<file path="config.mk">
export PLATFORM = sky130hd
export DESIGN_NAME = sub_bitfield_extract
export DESIGN_NICKNAME = d
export VERILOG_FILES = /design/src/rtl/sub_bitfield_extract_pkg.sv /design/src/rtl/sub_bitfield_extract_ch.sv /design/src/rtl/sub_bitfield_extract.sv
export SDC_FILE = /design/constraint.sdc
export NUM_CORES = 1
export LEC_CHECK = 0
export ABC_AREA = 1
export CELL_PAD_IN_SITES_DETAIL_PLACEMENT = 1
export CELL_PAD_IN_SITES_GLOBAL_PLACEMENT = 1
export CORE_MARGIN = 1
export CORE_UTILIZATION = 35
export DETAILED_ROUTE_END_ITERATION = 16
export PLACE_DENSITY = 0.76
export SYNTH_ARGS = -nofsm -noshare
export SYNTH_HDL_FRONTEND = slang
export SYNTH_SLANG_ARGS = --single-unit
export TNS_END_PERCENT = 10
</file>
<file path="constraint.sdc">
create_clock -name clk -period 2.85 [get_ports clk]
set_input_delay 0.855 -clock clk [delete_from_list [all_inputs] [get_ports clk]]
set_output_delay 0.855 -clock clk [all_outputs]
set_load 0.02 [all_outputs]
</file>
<file path="src/rtl/sub_bitfield_extract_pkg.sv">
`default_nettype none
// ============================================================================
// Module      : sub_bitfield_extract_pkg
// Description : Shared helpers for the bit-field extractor: ceil-log2,
//               derived offset/length widths, action-slice width and the
//               per-channel slice index helper.
// Ports       : none (package)
// Revision    : 1.0 - initial release
// ============================================================================
package sub_bitfield_extract_pkg;

    // Ceiling log2; returns 0 for values <= 1.
    function automatic int clog2(input int value);
        int r;
        int v;
        r = 0;
        v = value - 1;
        while (v > 0) begin
            r = r + 1;
            v = v >> 1;
        end
        return r;
    endfunction

    // Offset width for a header slice of hdr_len bits (at least one bit).
    function automatic int off_w(input int hdr_len);
        return (clog2(hdr_len) < 1) ? 1 : clog2(hdr_len);
    endfunction

    // Length width: must be able to encode FIELD_W itself, hence the +1.
    function automatic int len_w(input int field_w);
        return clog2(field_w) + 1;
    endfunction

    // Width of one per-channel action word {off, len}.
    function automatic int act_w(input int hdr_len, input int field_w);
        return off_w(hdr_len) + len_w(field_w);
    endfunction

    // LSB index of channel c inside a bus made of w-bit channel slices.
    function automatic int ch_lsb(input int c, input int w);
        return c * w;
    endfunction

endpackage : sub_bitfield_extract_pkg
`default_nettype wire

</file>
<file path="src/rtl/sub_bitfield_extract_ch.sv">
`default_nettype none
// ============================================================================
// Module      : sub_bitfield_ch
// Description : One combinational extraction channel. Takes len bits starting
//               at offset off (offset 0 = header MSB), right-justifies and
//               zero-extends them, and flags out-of-range requests.
// Ports       : hdr_i   - header slice
//               off_i   - field offset, MSB-first
//               len_i   - field length in bits (0..FIELD_W valid)
//               field_o - extracted field, forced to 0 on error
//               err_o   - range error
// Revision    : 1.0 - initial release
// ============================================================================
module sub_bitfield_ch #(
    parameter int SUB_PKTS_LEN = 32,
    parameter int FIELD_W      = 8,
    parameter int OFF_W        = 5,
    parameter int LEN_W        = 4
) (
    input  logic [SUB_PKTS_LEN-1:0] hdr_i,
    input  logic [OFF_W-1:0]        off_i,
    input  logic [LEN_W-1:0]        len_i,
    output logic [FIELD_W-1:0]      field_o,
    output logic                    err_o
);

    // Two extra bits keep off+len from wrapping.
    localparam int                SUM_W     = OFF_W + 2;
    localparam logic [SUM_W-1:0]  c_HDR_LEN = SUM_W'(SUB_PKTS_LEN);
    localparam logic [LEN_W-1:0]  c_FIELD_W = LEN_W'(FIELD_W);

    logic [SUM_W-1:0]        w_end;
    logic                    w_err;
    logic [SUB_PKTS_LEN-1:0] w_shl;
    logic [FIELD_W-1:0]      w_top;
    logic [LEN_W-1:0]        w_rsh;
    logic [FIELD_W-1:0]      w_field;

    assign w_end = SUM_W'(off_i) + SUM_W'(len_i);
    assign w_err = (len_i > c_FIELD_W) || (w_end > c_HDR_LEN);

    // Move the first field bit to the MSB, take a FIELD_W window, then
    // shift right so only len bits remain (right-justified, zero-filled).
    assign w_shl   = hdr_i << off_i;
    assign w_top   = w_shl[SUB_PKTS_LEN-1 -: FIELD_W];
    assign w_rsh   = c_FIELD_W - len_i;
    assign w_field = w_top >> w_rsh;

    assign field_o = (w_err || (len_i == '0)) ? '0 : w_field;
    assign err_o   = w_err;

endmodule : sub_bitfield_ch
`default_nettype wire

</file>
<file path="src/rtl/sub_bitfield_extract.sv">
`default_nettype none
// ============================================================================
// Module      : sub_bitfield_extract
// Description : NUM_CH-channel bit-field extractor, 2-stage valid/ready
//               pipeline. S1 registers the header/actions/mask; S2 runs the
//               channel extractors and registers fields, mask, errors and a
//               saturating count of beats carrying any error.
// Ports       : clk, aresetn (sync, active-low)
//               i_valid/o_in_ready   - upstream handshake
//               i_hdr, i_act, i_mask - header, per-channel {off,len}, mask
//               o_valid/i_out_ready  - downstream handshake
//               o_field, o_mask, o_err, o_err_cnt - results
// Revision    : 1.0 - initial release
// ============================================================================
module sub_bitfield_extract
    import sub_bitfield_extract_pkg::*;
#(
    parameter  int SUB_PKTS_LEN = 32,
    parameter  int NUM_CH       = 4,
    parameter  int FIELD_W      = 8,
    parameter  int CNT_W        = 16,
    localparam int OFF_W        = off_w(SUB_PKTS_LEN),
    localparam int LEN_W        = len_w(FIELD_W)
) (
    input  logic                           clk,
    input  logic                           aresetn,
    input  logic                           i_valid,
    output logic                           o_in_ready,
    input  logic [SUB_PKTS_LEN-1:0]        i_hdr,
    input  logic [NUM_CH*(OFF_W+LEN_W)-1:0] i_act,
    input  logic [NUM_CH-1:0]              i_mask,
    output logic                           o_valid,
    input  logic                           i_out_ready,
    output logic [NUM_CH*FIELD_W-1:0]      o_field,
    output logic [NUM_CH-1:0]              o_mask,
    output logic [NUM_CH-1:0]              o_err,
    output logic [CNT_W-1:0]               o_err_cnt
);

    localparam int ACT_W = OFF_W + LEN_W;

    // Handshake / control
    logic w_s2_adv;
    logic w_s1_adv;
    logic w_accept;
    logic s1_valid_q, s1_valid_d;
    logic o_valid_q,  o_valid_d;

    // Stage-1 data
    logic [SUB_PKTS_LEN-1:0]   s1_hdr_q;
    logic [NUM_CH*ACT_W-1:0]   s1_act_q;
    logic [NUM_CH-1:0]         s1_mask_q;

    // Stage-2 data
    logic [NUM_CH*FIELD_W-1:0] w_field;
    logic [NUM_CH-1:0]         w_err;
    logic [NUM_CH*FIELD_W-1:0] field_q;
    logic [NUM_CH-1:0]         mask_q;
    logic [NUM_CH-1:0]         err_q;
    logic [CNT_W-1:0]          err_cnt_q, err_cnt_d;

    assign w_s2_adv   = !o_valid_q || i_out_ready;
    assign w_s1_adv   = s1_valid_q && w_s2_adv;
    assign o_in_ready = !s1_valid_q || w_s2_adv;
    assign w_accept   = i_valid && o_in_ready;

    always_comb begin
        s1_valid_d = s1_valid_q;
        if (w_accept) begin
            s1_valid_d = 1'b1;
        end else if (w_s1_adv) begin
            s1_valid_d = 1'b0;
        end

        o_valid_d = o_valid_q;
        if (w_s1_adv) begin
            o_valid_d = 1'b1;
        end else if (i_out_ready) begin
            o_valid_d = 1'b0;
        end

        // One increment per erroneous beat regardless of how many channels
        // failed; sticks at all-ones until reset.
        err_cnt_d = err_cnt_q;
        if (w_s1_adv && (|w_err) && (err_cnt_q != {CNT_W{1'b1}})) begin
            err_cnt_d = err_cnt_q + 1'b1;
        end
    end

    always_ff @(posedge clk) begin
        if (!aresetn) begin
            s1_valid_q <= 1'b0;
            o_valid_q  <= 1'b0;
            err_cnt_q  <= '0;
        end else begin
            s1_valid_q <= s1_valid_d;
            o_valid_q  <= o_valid_d;
            err_cnt_q  <= err_cnt_d;
        end
    end

    // Stage-1 payload is qualified by s1_valid_q, so it needs no reset.
    always_ff @(posedge clk) begin
        if (w_accept) begin
            s1_hdr_q  <= i_hdr;
            s1_act_q  <= i_act;
            s1_mask_q <= i_mask;
        end
    end

    generate
        for (genvar c = 0; c < NUM_CH; c++) begin : g_ch
            sub_bitfield_ch #(
                .SUB_PKTS_LEN (SUB_PKTS_LEN),
                .FIELD_W      (FIELD_W),
                .OFF_W        (OFF_W),
                .LEN_W        (LEN_W)
            ) u_ch (
                .hdr_i   (s1_hdr_q),
                .off_i   (s1_act_q[ch_lsb(c, ACT_W) + LEN_W +: OFF_W]),
                .len_i   (s1_act_q[ch_lsb(c, ACT_W) +: LEN_W]),
                .field_o (w_field[ch_lsb(c, FIELD_W) +: FIELD_W]),
                .err_o   (w_err[c])
            );
        end
    endgenerate

    // Output registers only load on an S1->S2 transfer, which keeps them
    // stable while the downstream stalls.
    always_ff @(posedge clk) begin
        if (!aresetn) begin
            field_q <= '0;
            mask_q  <= '0;
            err_q   <= '0;
        end else if (w_s1_adv) begin
            field_q <= w_field;
            mask_q  <= s1_mask_q;
            err_q   <= w_err;
        end
    end

    assign o_valid   = o_valid_q;
    assign o_field   = field_q;
    assign o_mask    = mask_q;
    assign o_err     = err_q;
    assign o_err_cnt = err_cnt_q;

endmodule : sub_bitfield_extract
`default_nettype wire

</file>
==> flow_summary_export.csv <==
group,metric,value,unit
grt,grt.overflow.total,0,
detailed_routing,ant_nets,0,
final_layout,final_util,42.0,%
floorplanning,initial_core_util,35.8,%
synthesis,synth_ff_type,"edfxtp_1",
clocking,htreeDepth,4,
pwr,peakVddDrop,0.419,mV
synthesis,syn_inst,1919,
detailed_routing,drt_iter0_drc,743,
min_path,hold_end,"o_field[31]$_SDFFE_PN0P_",
detailed_routing,via_per_inst,5.46,
sta,setup_viol,0,
floorplanning,die_w,185,um
synthesis,yosysTopAreaCell,"nand3_1",
setup_path,worstPathMaxFanout,2,
grt,grt_max_degree,47,
synthesis,synth-simple-area-share,52.6,%
synthesis,ys_types,43,
sta,slew_viol_final,0,
placement,post-dp-hpwl,32.4,mm
clocking,clkSlewWorstSetupHoldPaths,0.06,ns
synthesis,synth_compound_area_share,5.28,%
setup_path,critical_path_class,"input port to output pin",
clocking,clock_latency,0.44,ns
synthesis,synthTopCellsByArea,"nand3_1, nand2_1, edfxtp_1",
synthesis,netlist_area,0.0117,mm^2
floorplanning,die_height,185,um
pwr,p_leak,6.15,nW
sta,fmax,378,MHz
final_layout,antenna_cells,0,
sta,max_slew_margin,55.4,%
sta,setup_slack,0.204,ns
sta,finalClockSkew,0.0106,ns
synthesis,yosysSeqAreaShare,28.3,%
min_path,hp-start,"o_field[31]$_SDFFE_PN0P_",
sta,finalHoldViolations,0,
setup_path,reg2reg_depth,14,
setup_path,reg2reg_slack,0.24,ns
placement,routabilityCongestion,0.938,
setup_path,r2r-start,"s1_act_q[31]$_DFFE_PP_",
synthesis,synth_top_area_share,23.6,%
synthesis,yosys-top-cells-count,"nand2_1, nand3_1, nor2_1",
detailed_routing,wl_per_cell,18.4,um
synthesis,synth_top_family_by_area,"simple AND/OR/NAND/NOR gates",
synthesis,async_reset_ff_share,0,%
final_layout,area_growth,17.6,%
synthesis,synth_mux_area_share,0,%
floorplanning,pin_count,134,
final_layout,fin_nets,2085,
detailed_routing,drt_pass1_iterations,5,
setup_path,critPathLaunch,"i_out_ready",
final_layout,final_area,0.0138,mm^2
clocking,cts_hold_buf,0,
synthesis,post-synth-top-count-cell,"nand2_1",
synthesis,synth_edf_count,72,
setup_path,worstPathArrival,1.79,ns
pwr,p_per_area,440,mW/mm^2
run,cap_violations,0,
clocking,cts_buffers,17,
floorplanning,row_count,66,
setup_path,endpoint_kind,"output pin",
synthesis,yosys.area_share.adder,2.92,%
grt,grt_pass1_wl,70.8,mm
synthesis,synth_seq_cells,130,
placement,pre_cts_ws,-0.119,ns
synthesis,avgSynthCellArea,6.11,um^2
sta,tightest_slew,0.663,ns
detailed_routing,routed_wl,44.8,mm
floorplanning,coreArea,0.0328,mm^2
clocking,cts_resized,1,
synthesis,synth_xor_area_share,1.20,%
grt,grt.total_usage,26.7,%
grt,grt_pass1_vias,13361,
sta,period_minus_slack,2.65,ns
sta,rsz0062_at_grt,"false",
clocking,post_cts_buffers,0,
grt,antenna_found_initial,0,
setup_path,cp.required,2.00,ns
setup_path,r2r-end,"o_err_cnt[15]$_SDFFE_PN0P_",
sta,min_period_over_period,92.9,%
placement,port_buffers,133,
floorplanning,die-area,0.0342,mm^2
synthesis,yosys_warnings,0,
detailed_routing,vias,13323,
placement,placed_area,0.0132,mm^2
final_layout,drive_gt1_share,6.81,%
detailed_routing,drc,0,
run_status,run_status,"complete, no violations",
clocking,tritoncts,"yes",
clocking,clock-sinks,130,
min_path,min_path_type,"flip-flop to flip-flop",
min_path,hold_depth,2,
setup_path,cp-start-kind,"input port",
synthesis,synth_nets,2020,
clocking,clock_path_buffers,2,
clocking,cts_root_buffer,"clkbuf_16",
[worst max-delay path, stage by stage]
cell and delay (ns):
clkdlybuf4s50_1 0.47, inv_2 0.04, nand3_1 0.08, dlygate4sd2_1 0.35
[layout make-up]
cell class	instances	area (um^2)
clock buffer	19	433
clock inverter	13	138
fill	4380	19000
inverter	115	463
multi-input combinational	1553	7260
sequential	130	3320
tap	442	553
timing repair buffer	167	1610
[metrics by stage]
stage / total power, mW / instances / hold slack, ns / TNS, ns
6_report: 6.06 / 2439 / 0.465 / 0
5_1_grt: 6.37 / 2439 / 0.485 / 0
4_1_cts: 6.10 / 2439 / 0.466 / 0
3_5_place_dp: 3.90 / 2407 / 0.457 / -0.942
3_3_place_gp: 3.85 / 2407 / 0.457 / -0.0854
2_1_floorplan: 3.35 / 1919 / 0.447 / 0
[cell families after synthesis]
group | after synthesis
AO/OA/AOI/OAI | 109
XOR/XNOR | 16
adder cells (fa/ha/maj) | 25
buffers and inverters | 236
flip-flops | 130
AND/OR/NAND/NOR | 1403
[power breakdown]
| part | switching, mW | total [mW] | internal (mW) | leakage, nW |
|---|---|---|---|---|
| Combinational | 1.09 | 1.66 | 0.572 | 4.70 |
| Sequential | 0.150 | 2.22 | 2.07 | 1.17 |
| Clock | 0.894 | 2.18 | 1.28 | 0.275 |
[metal layers]
metal  up-vias  wire length, um  track usage (%)  part of all wire [%]
met5         -                0                0                     0
met4         0             1550             10.8                   3.5
met3        71             2070             3.64                   4.6
met2       333            20800             44.1                    46
met1      6427            20400             34.9                    46
li1       6492                -                -                     -
[worst max-delay path by stage]
| stage | end | slack, ns | cells after the start |
|---|---|---|---|
| final | o_in_ready | 0.20 | 4 |
| after global routing | o_err_cnt[15]$_SDFFE_PN0P_ | 0.04 | 14 |
| after CTS | o_in_ready | 0.20 | 4 |
| after detailed placement | o_field[18]$_SDFFE_PN0P_ | -0.12 | 13 |
| after global placement | o_in_ready | -0.04 | 4 |
| after floorplan | s1_act_q[0]$_DFFE_PP_ | 0.08 | 4 |
[registers in the layout, indices dropped and copies added (netlist names)]
signal and count:
o_err 4, o_err_cnt 16, o_field 32, o_mask 4, o_valid 1, s1_act_q 36, s1_hdr_q 32, s1_mask_q 4
s1_valid_q 1
[cell usage in the layout (no fill, tap or decap), types with 4 or more instances in the layout]
cell type,netlist,layout
a211oi_1,4,4
a21oi_1,34,34
a21oi_2,12,12
buf_4,24,32
clkbuf_16,0,17
clkdlybuf4s50_1,0,132
clkinv_1,4,5
clkinv_4,0,4
dfxtp_1,58,58
edfxtp_1,72,72
fa_1,4,4
ha_1,21,21
inv_1,86,85
inv_2,16,16
inv_4,7,7
nand2_1,646,646
nand2_2,14,14
nand3_1,553,553
nand4_1,6,6
nor2_1,155,155
nor2_2,4,4
nor2_4,8,8
nor3_1,4,4
o21ai_0,24,24
o21ai_1,27,27
xnor2_1,7,7
xor2_1,9,9
Power figures use the tool's default switching activity.
